==> config.mk <==
export PLATFORM = sky130hd
export DESIGN_NAME = pio_hull_ctrl_flat
export DESIGN_NICKNAME = d
export VERILOG_FILES = /design/src/rtl/pio_hull_pkg.sv /design/src/rtl/pio_hull_ctrl_if.sv /design/src/rtl/pio_pulse_timer.sv /design/src/rtl/pio_hull_ctrl.sv /design/src/flat_wrapper.sv
export SDC_FILE = /design/constraint.sdc
export NUM_CORES = 1
export LEC_CHECK = 0
export ABC_AREA = 1
export BUFFER_PORTS_ARGS = -buffer_cell sky130_fd_sc_hd__buf_2
export CAP_MARGIN = 20
export CORE_ASPECT_RATIO = 1.5
export CORE_MARGIN = 1
export CORE_UTILIZATION = 25
export CTS_CLUSTER_DIAMETER = 120
export CTS_CLUSTER_SIZE = 20
export DETAILED_ROUTE_END_ITERATION = 10
export PLACE_DENSITY = 0.51
export SKIP_LAST_GASP = 1
export SLEW_MARGIN = 20
export SYNTH_ARGS = -nofsm -noshare
export SYNTH_HDL_FRONTEND = slang
export SYNTH_HIERARCHICAL = 1
export SYNTH_SLANG_ARGS = --single-unit
==> constraint.sdc <==
create_clock -name clk -period 3.6 [get_ports clk]
set_clock_uncertainty 0.05 [all_clocks]
set_input_delay 0.18 -clock clk [delete_from_list [all_inputs] [get_ports clk]]
set_output_delay 0.18 -clock clk [all_outputs]
set_load 0.1 [all_outputs]
==> src/rtl/pio_hull_pkg.sv <==
// Shared definitions for the hull power-stage output PIO: register map and pulse FSM encoding.
package pio_hull_pkg;

    typedef logic [2:0] addr_t;

    localparam addr_t ADDR_DATA      = 3'd0;
    localparam addr_t ADDR_PULSE_LEN = 3'd1;
    localparam addr_t ADDR_PULSE_GO  = 3'd2;
    localparam addr_t ADDR_STATUS    = 3'd3;
    localparam addr_t ADDR_OUTSET    = 3'd4;
    localparam addr_t ADDR_OUTCLEAR  = 3'd5;

    localparam logic [0:0] IDLE   = 1'b0;
    localparam logic [0:0] ACTIVE = 1'b1;

endpackage

==> src/rtl/pio_hull_ctrl_if.sv <==
// Avalon-MM slave bus bundle for the hull control PIO.
interface pio_hull_ctrl_if;

    logic [2:0]  address;
    logic        chipselect;
    logic        write_n;
    logic [31:0] writedata;
    logic [31:0] readdata;

    modport master (
        output address, chipselect, write_n, writedata,
        input  readdata
    );

    modport slave (
        input  address, chipselect, write_n, writedata,
        output readdata
    );

endinterface

==> src/rtl/pio_pulse_timer.sv <==
// One-shot pulse generator: a GO latches bits into pulse_mask and holds them for len cycles.
module pio_pulse_timer
    import pio_hull_pkg::*;
#(
    parameter int WIDTH     = 8,
    parameter int LEN_WIDTH = 16
) (
    input  logic                 clk,
    input  logic                 reset_n,
    input  logic                 go,
    input  logic [WIDTH-1:0]     go_bits,
    input  logic [LEN_WIDTH-1:0] len,
    output logic [WIDTH-1:0]     pulse_mask,
    output logic                 busy
);

    logic [0:0]           state;
    logic [LEN_WIDTH-1:0] count;
    logic                 go_ok;

    // A zero length or empty bit set is a no-op, even while a pulse is running.
    assign go_ok = go && (len != '0) && (go_bits != '0);
    assign busy  = (pulse_mask != '0);

    always_ff @(posedge clk or negedge reset_n) begin
        if (!reset_n) begin
            state      <= IDLE;
            pulse_mask <= '0;
            count      <= '0;
        end else if (go_ok) begin
            // Retrigger extends every active bit; it also wins over the terminal count.
            state      <= ACTIVE;
            pulse_mask <= pulse_mask | go_bits;
            count      <= len;
        end else if (state == ACTIVE) begin
            if (count > LEN_WIDTH'(1)) begin
                count <= count - LEN_WIDTH'(1);
            end else begin
                state      <= IDLE;
                pulse_mask <= '0;
                count      <= '0;
            end
        end
    end

endmodule

==> src/rtl/pio_hull_ctrl.sv <==
// Output PIO for the hull power stage: static data register, atomic set/clear and per-bit timed pulses.
module pio_hull_ctrl
    import pio_hull_pkg::*;
#(
    parameter int                   WIDTH       = 8,
    parameter logic [WIDTH-1:0]     RESET_VALUE = '0,
    parameter int                   LEN_WIDTH   = 16,
    parameter logic [LEN_WIDTH-1:0] DEFAULT_LEN = LEN_WIDTH'(100)
) (
    input  logic             clk,
    input  logic             reset_n,
    pio_hull_ctrl_if.slave   bus,
    output logic [WIDTH-1:0] out_port
);

    logic                 wr;
    logic [WIDTH-1:0]     wdata;
    logic [WIDTH-1:0]     data_reg;
    logic [LEN_WIDTH-1:0] len_reg;
    logic [WIDTH-1:0]     pulse_mask;
    logic                 busy;
    logic                 go;
    logic [31:0]          rd_mux;
    logic                 unused_wdata;

    assign wr    = bus.chipselect & ~bus.write_n;
    assign wdata = bus.writedata[WIDTH-1:0];
    assign go    = wr && (bus.address == ADDR_PULSE_GO);
    assign unused_wdata = ^bus.writedata;

    always_ff @(posedge clk or negedge reset_n) begin
        if (!reset_n) begin
            data_reg <= RESET_VALUE;
        end else if (wr) begin
            case (bus.address)
                ADDR_DATA:     data_reg <= wdata;
                ADDR_OUTSET:   data_reg <= data_reg | wdata;
                ADDR_OUTCLEAR: data_reg <= data_reg & ~wdata;
                default:       ;
            endcase
        end
    end

    // A new length only applies to the next GO; the running count is owned by the timer.
    always_ff @(posedge clk or negedge reset_n) begin
        if (!reset_n) begin
            len_reg <= DEFAULT_LEN;
        end else if (wr && (bus.address == ADDR_PULSE_LEN)) begin
            len_reg <= bus.writedata[LEN_WIDTH-1:0];
        end
    end

    pio_pulse_timer #(
        .WIDTH     (WIDTH),
        .LEN_WIDTH (LEN_WIDTH)
    ) u_timer (
        .clk        (clk),
        .reset_n    (reset_n),
        .go         (go),
        .go_bits    (wdata),
        .len        (len_reg),
        .pulse_mask (pulse_mask),
        .busy       (busy)
    );

    always_comb begin
        rd_mux = '0;
        case (bus.address)
            ADDR_DATA:      rd_mux[WIDTH-1:0]     = data_reg;
            ADDR_PULSE_LEN: rd_mux[LEN_WIDTH-1:0] = len_reg;
            ADDR_PULSE_GO:  rd_mux[WIDTH-1:0]     = pulse_mask;
            ADDR_STATUS:    rd_mux[0]             = busy;
            default:        ;
        endcase
    end

    // Reads are side-effect free, so readdata simply tracks the mux every cycle.
    always_ff @(posedge clk or negedge reset_n) begin
        if (!reset_n) begin
            bus.readdata <= '0;
        end else begin
            bus.readdata <= rd_mux;
        end
    end

    assign out_port = data_reg | pulse_mask;

endmodule
==> src/flat_wrapper.sv <==
// flat-port wrapper written by rule: the top's interface ports become plain ports
module pio_hull_ctrl_flat import pio_hull_pkg::*;
#(
    parameter int                   WIDTH       = 8,
    parameter logic [WIDTH-1:0]     RESET_VALUE = '0,
    parameter int                   LEN_WIDTH   = 16,
    parameter logic [LEN_WIDTH-1:0] DEFAULT_LEN = LEN_WIDTH'(100)
)
  (clk, reset_n, out_port, bus_address, bus_chipselect, bus_write_n, bus_writedata, bus_readdata);
  pio_hull_ctrl_if bus_i ();
  input  logic clk;
  input  logic reset_n;
  output logic [WIDTH-1:0] out_port;
  input wire logic [$bits(bus_i.address)-1:0] bus_address;
  input wire logic [$bits(bus_i.chipselect)-1:0] bus_chipselect;
  input wire logic [$bits(bus_i.write_n)-1:0] bus_write_n;
  input wire logic [$bits(bus_i.writedata)-1:0] bus_writedata;
  output wire logic [$bits(bus_i.readdata)-1:0] bus_readdata;
  assign bus_i.address = bus_address;
  assign bus_i.chipselect = bus_chipselect;
  assign bus_i.write_n = bus_write_n;
  assign bus_i.writedata = bus_writedata;
  assign bus_readdata = bus_i.readdata;
  pio_hull_ctrl #(.WIDTH(WIDTH), .RESET_VALUE(RESET_VALUE), .LEN_WIDTH(LEN_WIDTH), .DEFAULT_LEN(DEFAULT_LEN)) u_core (.clk(clk), .reset_n(reset_n), .bus(bus_i), .out_port(out_port));
endmodule
**After elaboration in Yosys (flattened, before gate mapping)**

Cells that the tools add are included.

- Register bits after elaboration: 65
- Input bits: 39
- Output and inout bits: 40
- Word-level logic and storage cells: 46

- Add/sub/neg operators: 1
- $lt $le $gt $ge: 1
- Equality and inequality tests: 6
- Multiplexer cells: 13
- Bitwise logic cells: 7
- Reductions and logical operators: 12

Operators with widths:

| kind | count |
|---|---|
| 16-bit 2-to-1 mux | 3 |
| 8-bit 2-to-1 mux | 4 |
| 8-bit bitwise OR | 3 |
| 8-bit one-hot mux with 3 select lines | 1 |
| 7-bit one-hot mux with 3 select lines | 1 |
| 16-bit by 1-bit greater-than comparator with 1-bit output, second input constant | 1 |
| 16-bit nonzero test | 1 |
| 8-bit nonzero test | 2 |
| 16-bit by 1-bit subtractor with 16-bit output, second input constant | 1 |
| 8-bit AND | 1 |
| 8-bit NOT | 1 |
| 3-bit by 2-bit equality test with 1-bit output, second input constant | 2 |
| 3-bit equality test, second input constant | 2 |
| 1-bit logical AND | 4 |
| 1-bit one-hot mux with 4 select lines | 1 |
| 2-bit AND reduction | 2 |
| 3-bit by 1-bit equality test with 1-bit output, second input constant | 1 |
| 3-bit logical NOT | 1 |
| 1-bit 2-to-1 mux | 3 |
| 3-bit nonzero test | 1 |
| 2-bit inequality test, second input constant | 1 |
| 2-bit nonzero test | 1 |
| 1-bit AND | 1 |
| 1-bit NOT | 1 |

**Longest topological paths before layout**

Gate-level depths: netlist of run 1.

- Depth after elaboration: 7
- Gate-level depth with buffers: 13
- Mapped depth without buffers: 11

**Hierarchy**

Netlist of run 1, hierarchy kept.

Modules (own cells, without submodules):

| module | times used | cells an instance | area each (um^2) |
|---|---|---|---|
| pio_hull_ctrl | 1 | 226 | 2004.4 |
| pio_pulse_timer | 1 | 277 | 1876.8 |

**Worst setup path before layout of run 1**

No wires, ideal clock.

- Path type: in2reg
- Start: input bus_address[0]
- End: register u_core.u_timer.count[2]
- Library setup time: 0.125 ns
- Arrival: 1.269 ns
- Data required time: 3.425 ns
- Slack: 2.156 ns
- Cell stages on the path: 11
- Path buffers: 3
- Path through: inv_2 -> buf_6 -> nand3_1 -> nor2_1 -> inv_1 -> nor2_2 -> nand2_4 -> buf_12 -> buf_8 -> nand4_1 -> nand3_1

- Cells in the longest elaborated chain, start to end: 5
- Elaborated cells on any way between the ends: 6
- Those cells by class: eq/ne (1); mux (1); reduce/logical (4)

RTL lines:

| item | line | source |
|---|---|---|
| from (decl) | flat_wrapper.sv:14 | `input wire logic [$bits(bus_i.address)-1:0] bus_address;` |
| 3-bit by 2-bit equality test with 1-bit output (*) | pio_hull_ctrl.sv:28 | `assign go = wr && (bus.address == ADDR_PULSE_GO);` |
| 1-bit logical AND (*) | pio_hull_ctrl.sv:28 |  |
| named net u_core.go | pio_hull_ctrl.sv:22 | `logic go;` |
| 1-bit logical AND (*) (2 in a row) | pio_pulse_timer.sv:22 | `assign go_ok = go && (len != '0) && (go_bits != '0);` |
| 16-bit 2-to-1 mux or 2-bit nonzero test (tied branches) | n/a |  |
| to (signal assigned) | pio_pulse_timer.sv:34 | `count <= len;` |
| to (signal assigned) | pio_pulse_timer.sv:37 | `count <= count - LEN_WIDTH'(1);` |
| to (decl) | pio_pulse_timer.sv:18 | `logic [LEN_WIDTH-1:0] count;` |

The timed path passes the listed nets; every way through them passes the cells marked *.
A chain may end at the register's enable or synchronous reset.

**Worst setup path in the final report of run 1**

- Start: register u_core.len_reg[2]
- End: register u_core.u_timer.count[13]

- Cells in the longest elaborated chain, start to end: 4
- Elaborated cells on any way between the ends: 5
- Those cells by class: mux (1); reduce/logical (4)

RTL lines:

| item | line | source |
|---|---|---|
| from (decl) | pio_hull_ctrl.sv:19 | `logic [LEN_WIDTH-1:0] len_reg;` |
| from (signal assigned) | pio_hull_ctrl.sv:49 | `len_reg <= bus.writedata[LEN_WIDTH-1:0];` |
| 16-bit nonzero test (*) | pio_pulse_timer.sv:22 |  |
| 1-bit logical AND (*) (2 in a row) | pio_pulse_timer.sv:22 |  |
| 16-bit 2-to-1 mux or 2-bit nonzero test (tied branches) | n/a |  |

Mark *: on every way between the ends. The rest lies on a longest branch, timed or not.

==> metrics, run 1 <==
Initial Utilization 25.6%; Crit Reg-Reg Startpoint u_core/len_reg[2]; vias 3,210; layout cells sized above 1 23.0%; crit path max fanout 30; most common cell after layout, fill and taps aside nand2_1; combinational family with the most area after synthesis simple AND/OR/NAND/NOR gates; Avg WL per Cell 12.7 µm; Startpoint Class flip-flop; status finished, final reports clean; Synth cell types 35; number of synthesized flops with an enable pin 0; commonest non-fill, non-tap cells in the layout 161 x nand2_1, 62 x dfrtp_1, 60 x inv_1; slowest CP cell dfstp_2; Max Freq 0.549 GHz; post-synthesis mux area share 0%; Critical Setup Path Class flip-flop to flip-flop; Lkg Pwr 0.00234 µW; Cells after Synth 503; postcts setup bufs 0; root buffer cell clkbuf_16; Reg clk slew, reported paths 60 ps; delay-heaviest family, CP simple AND/OR/NAND/NOR gates; min Tclk post-route 1820 ps; crit share post-route 50.6%; ys flop type dfrtp_1; num rows 55; TritonRoute pass-1 iters 4; CORE AREA 15,100 µm²; WP data arrival 2050 ps; Final Max Slew Viols 0; Starting DRT DRC Count 156; WHS Endpoint u_core/len_reg[15]; initial antenna violation count 0; max cap viols 0; endpoints failing setup 0; slew at the pin closest to its max-slew limit 894 ps; CTS Buf Count 9; setup TNS 0 ps; post-synthesis compound-gate area fraction 4.06%; fin area 4520 µm²; worst rel slew slack 40.4%; Nets 589; RSZ-0062 raised after global routing no; register area share after synthesis 42.0%; Synth Area in XOR/XNOR 2.22%; Hold Path Depth 3; Placed Instance Area 4160 µm²; port buffer count 46; CP Capture Type flip-flop; Most common cell on crit path nand2_1; Final Wtd Congestion 0.768; Synth Register Bits 65; DR DRC count 0; Die Ht 155 µm; Overflow after GRT 0; Final ANT Viol Nets 0; critical path required time 3830 ps; Synth Area in Adders 0.645%; Area growth syn-to-layout 16.4%; vias per cell 4.27; vias in the first global route 3,189; clk_lat worst skew 340 ps; Warnings, synthesis 6; ant diodes 0; maximum VDD drop 0.388 mV; Reg2Reg Setup Slack 1780 ps; Sink Count 65; first-pass GRT wire length 15,900 µm; pin count of the biggest net entering global routing 41; Die Area 16,000 µm²; placed wire-length estimate 7200 µm; Final Hold Slack 35.9 ps; CTS tree yes; CTS max path bufs 2; final WL 9530 µm; All-Layer GR Usage 12.6%; CP Cell Sequence nor2_1 -> nand2_1 -> nor2_1 -> nand2_1 -> nand2_4 -> inv_4 -> nand2_1 -> nand2_1 -> clkinv_1 -> nand2_1; Worst Path Buf+Inv 2; r2r endpoint u_core/u_timer/count[13]; die width 104 µm; Hold WC Path Type input port to flip-flop; hold_sp bus_writedata[15]; Worst path max stage delay 570 ps; worst r2r path cells 10; Post-Route Utilization 29.8%; Netlist Area Pre-Place 3880 µm²; Simple-Gate Fraction of Synth Area 37.1%; syn_area_per_cell 7.72 µm²; FFs w/ async S/R, synth 100%; CTS H-Tree Depth 3; Hold Violations, Final 0; PwrDens 807 nW/µm²; Top Ports 79
==> where the power goes <==
group / internal, µW / switching [µW]
combinational: 404 / 1050
clock: 676 / 332
sequential: 939 / 244
==> routing by layer <==
metal | vias to the layer above | GRT usage, % | wire length [µm]
li1 | 1612 | - | -
met1 | 1518 | 12.7 | 3680
met5 | - | 0 | 0
met2 | 69 | 24.7 | 5390
met4 | 0 | 5.65 | 178
met3 | 11 | 2.49 | 281
==> cell usage after synthesis (3+ instances only) <==
master | count | area share [%]
buf_4 | 18 | 3.5
buf_6 | 8 | 2.3
clkinv_1 | 4 | 0.39
dfrtp_1 | 62 | 40
dfstp_2 | 3 | 2.0
inv_1 | 60 | 5.8
inv_2 | 6 | 0.58
nand2_1 | 161 | 16
nand2_2 | 5 | 0.81
nand2_4 | 3 | 0.87
nand3_1 | 54 | 7.0
nand4_1 | 11 | 1.8
nor2_1 | 42 | 4.1
nor2_2 | 7 | 1.1
nor2_4 | 7 | 2.0
o21ai_2 | 16 | 3.6
or2_2 | 8 | 1.3
xnor2_1 | 4 | 0.90
xor2_1 | 4 | 0.90
==> how the worst max path moves through the flow <==
stage                     depth (start not counted)                       end  slack [ps]               from
after global placement                           12  u_core/u_timer/count[13]        1580     bus_address[0]
after detailed placement                         12  u_core/u_timer/count[13]        1560     bus_address[0]
after global routing                             10  u_core/u_timer/count[11]        1610  u_core/len_reg[5]
final                                            10  u_core/u_timer/count[13]        1780  u_core/len_reg[2]
after floorplan                                  11   u_core/u_timer/count[2]        2160     bus_address[0]
after CTS                                        10  u_core/u_timer/count[13]        1740  u_core/len_reg[2]
==> area by class of cell <==
cell class	count	area [µm²]
clock buffers	9	225
clock inverters	7	119
fillers	1684	10600
inverters	71	269
multi-input cells	352	1770
flip-flops and latches	65	1630
well taps	199	249
repair buffers	49	255
==> worst reg2reg max path, cell delays in order (launching register included) <==
cell      delay, ps
dfstp_2         570
nor2_1           60
nand2_1         100
nor2_1           60
nand2_1         100
nand2_4         220
inv_4           330
nand2_1          90
nand2_1          80
clkinv_1         60
nand2_1          50
==> per-stage QoR <==
step | instances | worst slack (ps) | total power (µW)
final | 752 | 1780 | 3640
after CTS | 752 | 1740 | 3680
after global routing | 752 | 1610 | 3890
after floorplan | 518 | 2160 | 2380
after detailed placement | 735 | 1560 | 2650
after global placement | 735 | 1580 | 2620
==> timing repair <==
item | 4_1_cts | 5_1_grt
gates resized for setup | 0 | 0
endpoints found under the hold margin | 39 | 0
hold buffers | 1 | 0
==> cell families (layout without fill, tap and decap cells) <==
| family | after synthesis | after routing |
|---|---|---|
| buf+inv | 101 | 136 |
| fa+ha+maj | 2 | 2 |
| xor+xnor | 9 | 9 |
| simple gates | 306 | 306 |
| flops | 65 | 65 |
| other cells | 1 | 16 |
| compound gates | 19 | 19 |
Note: power is estimated with default switching activity, not from simulation.
==> run 2, diff against run 1 <==
- clock period: 3.6 -> 1.7 ns (I/O delays scaled with it)
==> metrics, run 2 (synthesized netlist as in run 1, its figures left out) <==
status finished, final reports clean; Max Freq 0.636 GHz (+16%); Lkg Pwr 0.00250 µW (+6.6%); CP Capture Type flip-flop; final WL 9680 µm (+1.6%); CP Cell Sequence inv_1 -> ha_2 -> nand3_2 -> nand2_2 -> nand2_4 -> nand2_4 -> nor2_4 -> nand2_1 -> nand2_1; Hold Violations, Final 0 (unchanged); initial antenna violation count 0 (unchanged); CTS Buf Count 9 (unchanged); DR DRC count 0 (unchanged); commonest non-fill, non-tap cells in the layout 161 x nand2_1, 61 x dfrtp_1, 60 x inv_1; Nets 622 (+5.6%); num rows 55 (unchanged); worst r2r path cells 9 (-1); All-Layer GR Usage 12.9% (+0.27 points); Starting DRT DRC Count 156 (unchanged); vias 3,282 (+2.2%); maximum VDD drop 1.09 mV (+180%); CORE AREA 15,100 µm² (unchanged); placed wire-length estimate 7170 µm (-0.36%); PwrDens 1610 nW/µm² (+100%); Worst path max stage delay 400 ps (-170 ps); root buffer cell clkbuf_16; Reg clk slew, reported paths 60 ps (about the same); layout cells sized above 1 25.3% (+2.3 points); clk_lat worst skew 340 ps (about the same); Sink Count 65 (unchanged); RSZ-0062 raised after global routing no; TritonRoute pass-1 iters 4 (unchanged); Die Ht 155 µm (unchanged); most common cell after layout, fill and taps aside nand2_1; min Tclk post-route 1570 ps (-249 ps); endpoints failing setup 0 (unchanged); die width 104 µm (unchanged); CTS max path bufs 2 (unchanged); Post-Route Utilization 31.9% (+2.1 points); Hold WC Path Type input port to flip-flop; Storage cell area 1630 µm² (about the same); port buffer count 46 (unchanged); crit path max fanout 12 (-60%); vias in the first global route 3,357 (+5.3%); Worst Path Buf+Inv 1 (-1); Overflow after GRT 0 (unchanged); crit share post-route 92.5% (+42 points); Critical Setup Path Class flip-flop to flip-flop; Die Area 16,000 µm² (unchanged); delay-heaviest family, CP simple AND/OR/NAND/NOR gates; Startpoint Class flip-flop; critical path required time 1880 ps (-1950 ps); Initial Utilization 25.6% (unchanged); CTS H-Tree Depth 3 (unchanged); first-pass GRT wire length 16,200 µm (+2.1%); max cap viols 0 (unchanged); Final Wtd Congestion 0.805 (+4.8%); Avg WL per Cell 12.3 µm (-2.6%); Top Ports 79 (unchanged); Final Max Slew Viols 0 (unchanged); Final ANT Viol Nets 0 (unchanged); WP data arrival 1760 ps (-290 ps); final worst slack 128 ps (-1650 ps); Crit. path cell count 9 (-1); Setup WS pre-CTS -5.92 ps (-1570 ps); CTS tree yes; area of the multi-input gates 1780 µm² (+0.42%); ant diodes 0 (unchanged); vias per cell 4.18 (-2.1%); pin count of the biggest net entering global routing 66 (+61%); Reg2Reg Setup Slack 130 ps (-1650 ps); Hold Path Depth 4 (+1); slowest CP cell dfrtp_1; Area growth syn-to-layout 24.5%; # fillers 1,662 (-1.3%)
-- run 2: changes by cell type in the layout (fill, tap and decap cells not counted), sizes merged --
cell,change
buf,+17
bufinv,-1
dlygate4sd3,+16
inv,+2
clkinvlp,-1
-- run 2: final cells by class --
| type | count | area share, % |
|---|---|---|
| timing repair buffer | 82 | 11.9 |
| inverter | 71 | 5.62 |
| sequential | 65 | 33.8 |
| clock inverter | 7 | 2.12 |
| tap | 199 | 5.15 |
| clock buffer | 9 | 4.66 |
| multi-input combinational | 352 | 36.8 |
-- run 2: metrics by stage --
| step | TNS (ps) | hold slack [ps] | cell area [µm²] | cells | total power (µW) |
|---|---|---|---|---|---|
| floorplan | 0 | -261 | 3940 | 518 | 5030 |
| CTS | 0 | 146 | 4790 | 782 | 7820 |
| finish | 0 | 143 | 4830 | 785 | 7780 |
| global route | 0 | 178 | 4830 | 785 | 8300 |
| global placement | 0 | 79.4 | 4290 | 749 | 5650 |
| detailed placement | -5.92 | 83.6 | 4290 | 749 | 5690 |
-- run 2: path summary, 6_finish.rpt --
| path | start | to |
|---|---|---|
| setup / recovery | u_core/u_timer/count[1] | u_core/u_timer/count[15] |
| hold / removal | bus_address[1] | u_core/bus.readdata[3] |
| setup reg to reg | u_core/u_timer/count[1] | u_core/u_timer/count[15] |
| hold reg to reg | u_core/data_reg[0] | u_core/data_reg[0] |
| max in group asynchronous | reset_n | u_core/len_reg[5] |
| min in group asynchronous | reset_n | u_core/len_reg[8] |
-- run 2: power by group --
part	switching [µW]	internal [µW]	total [µW]	leakage (µW)
logic	2290	970	3260	0.00153
clock network	768	1300	2070	0.000157
registers	459	1990	2450	0.000809
total	3520	4260	7780	0.00250
-- run 2: timing repair --
item / in CTS / in global routing
setup endpoints to repair: 4 / 13
endpoints found under the hold margin: 82 / 0
hold buffers: 17 / 0
setup buffers: 0 / 3
resized for setup: 1 / 6
pin swaps: 0 / 1
-- run 2: per-layer routing --
layer | share of wire [%] | routed length [µm] | vias up | global-route usage, %
li1 | - | - | 1673 | -
met1 | 39 | 3820 | 1536 | 13.1
met2 | 56 | 5390 | 60 | 24.8
met3 | 2.5 | 245 | 13 | 2.19
met4 | 2.4 | 228 | 0 | 7.01
met5 | 0 | 0 | - | 0
-- run 2: worst reg2reg max path: stages, from the launching register on --
cell and delay, ps:
dfrtp_1 400, inv_1 90, ha_2 220, nand3_2 130, nand2_2 140, nand2_4 130, nand2_4 120, nor2_4 40
nand2_1 80, nand2_1 50
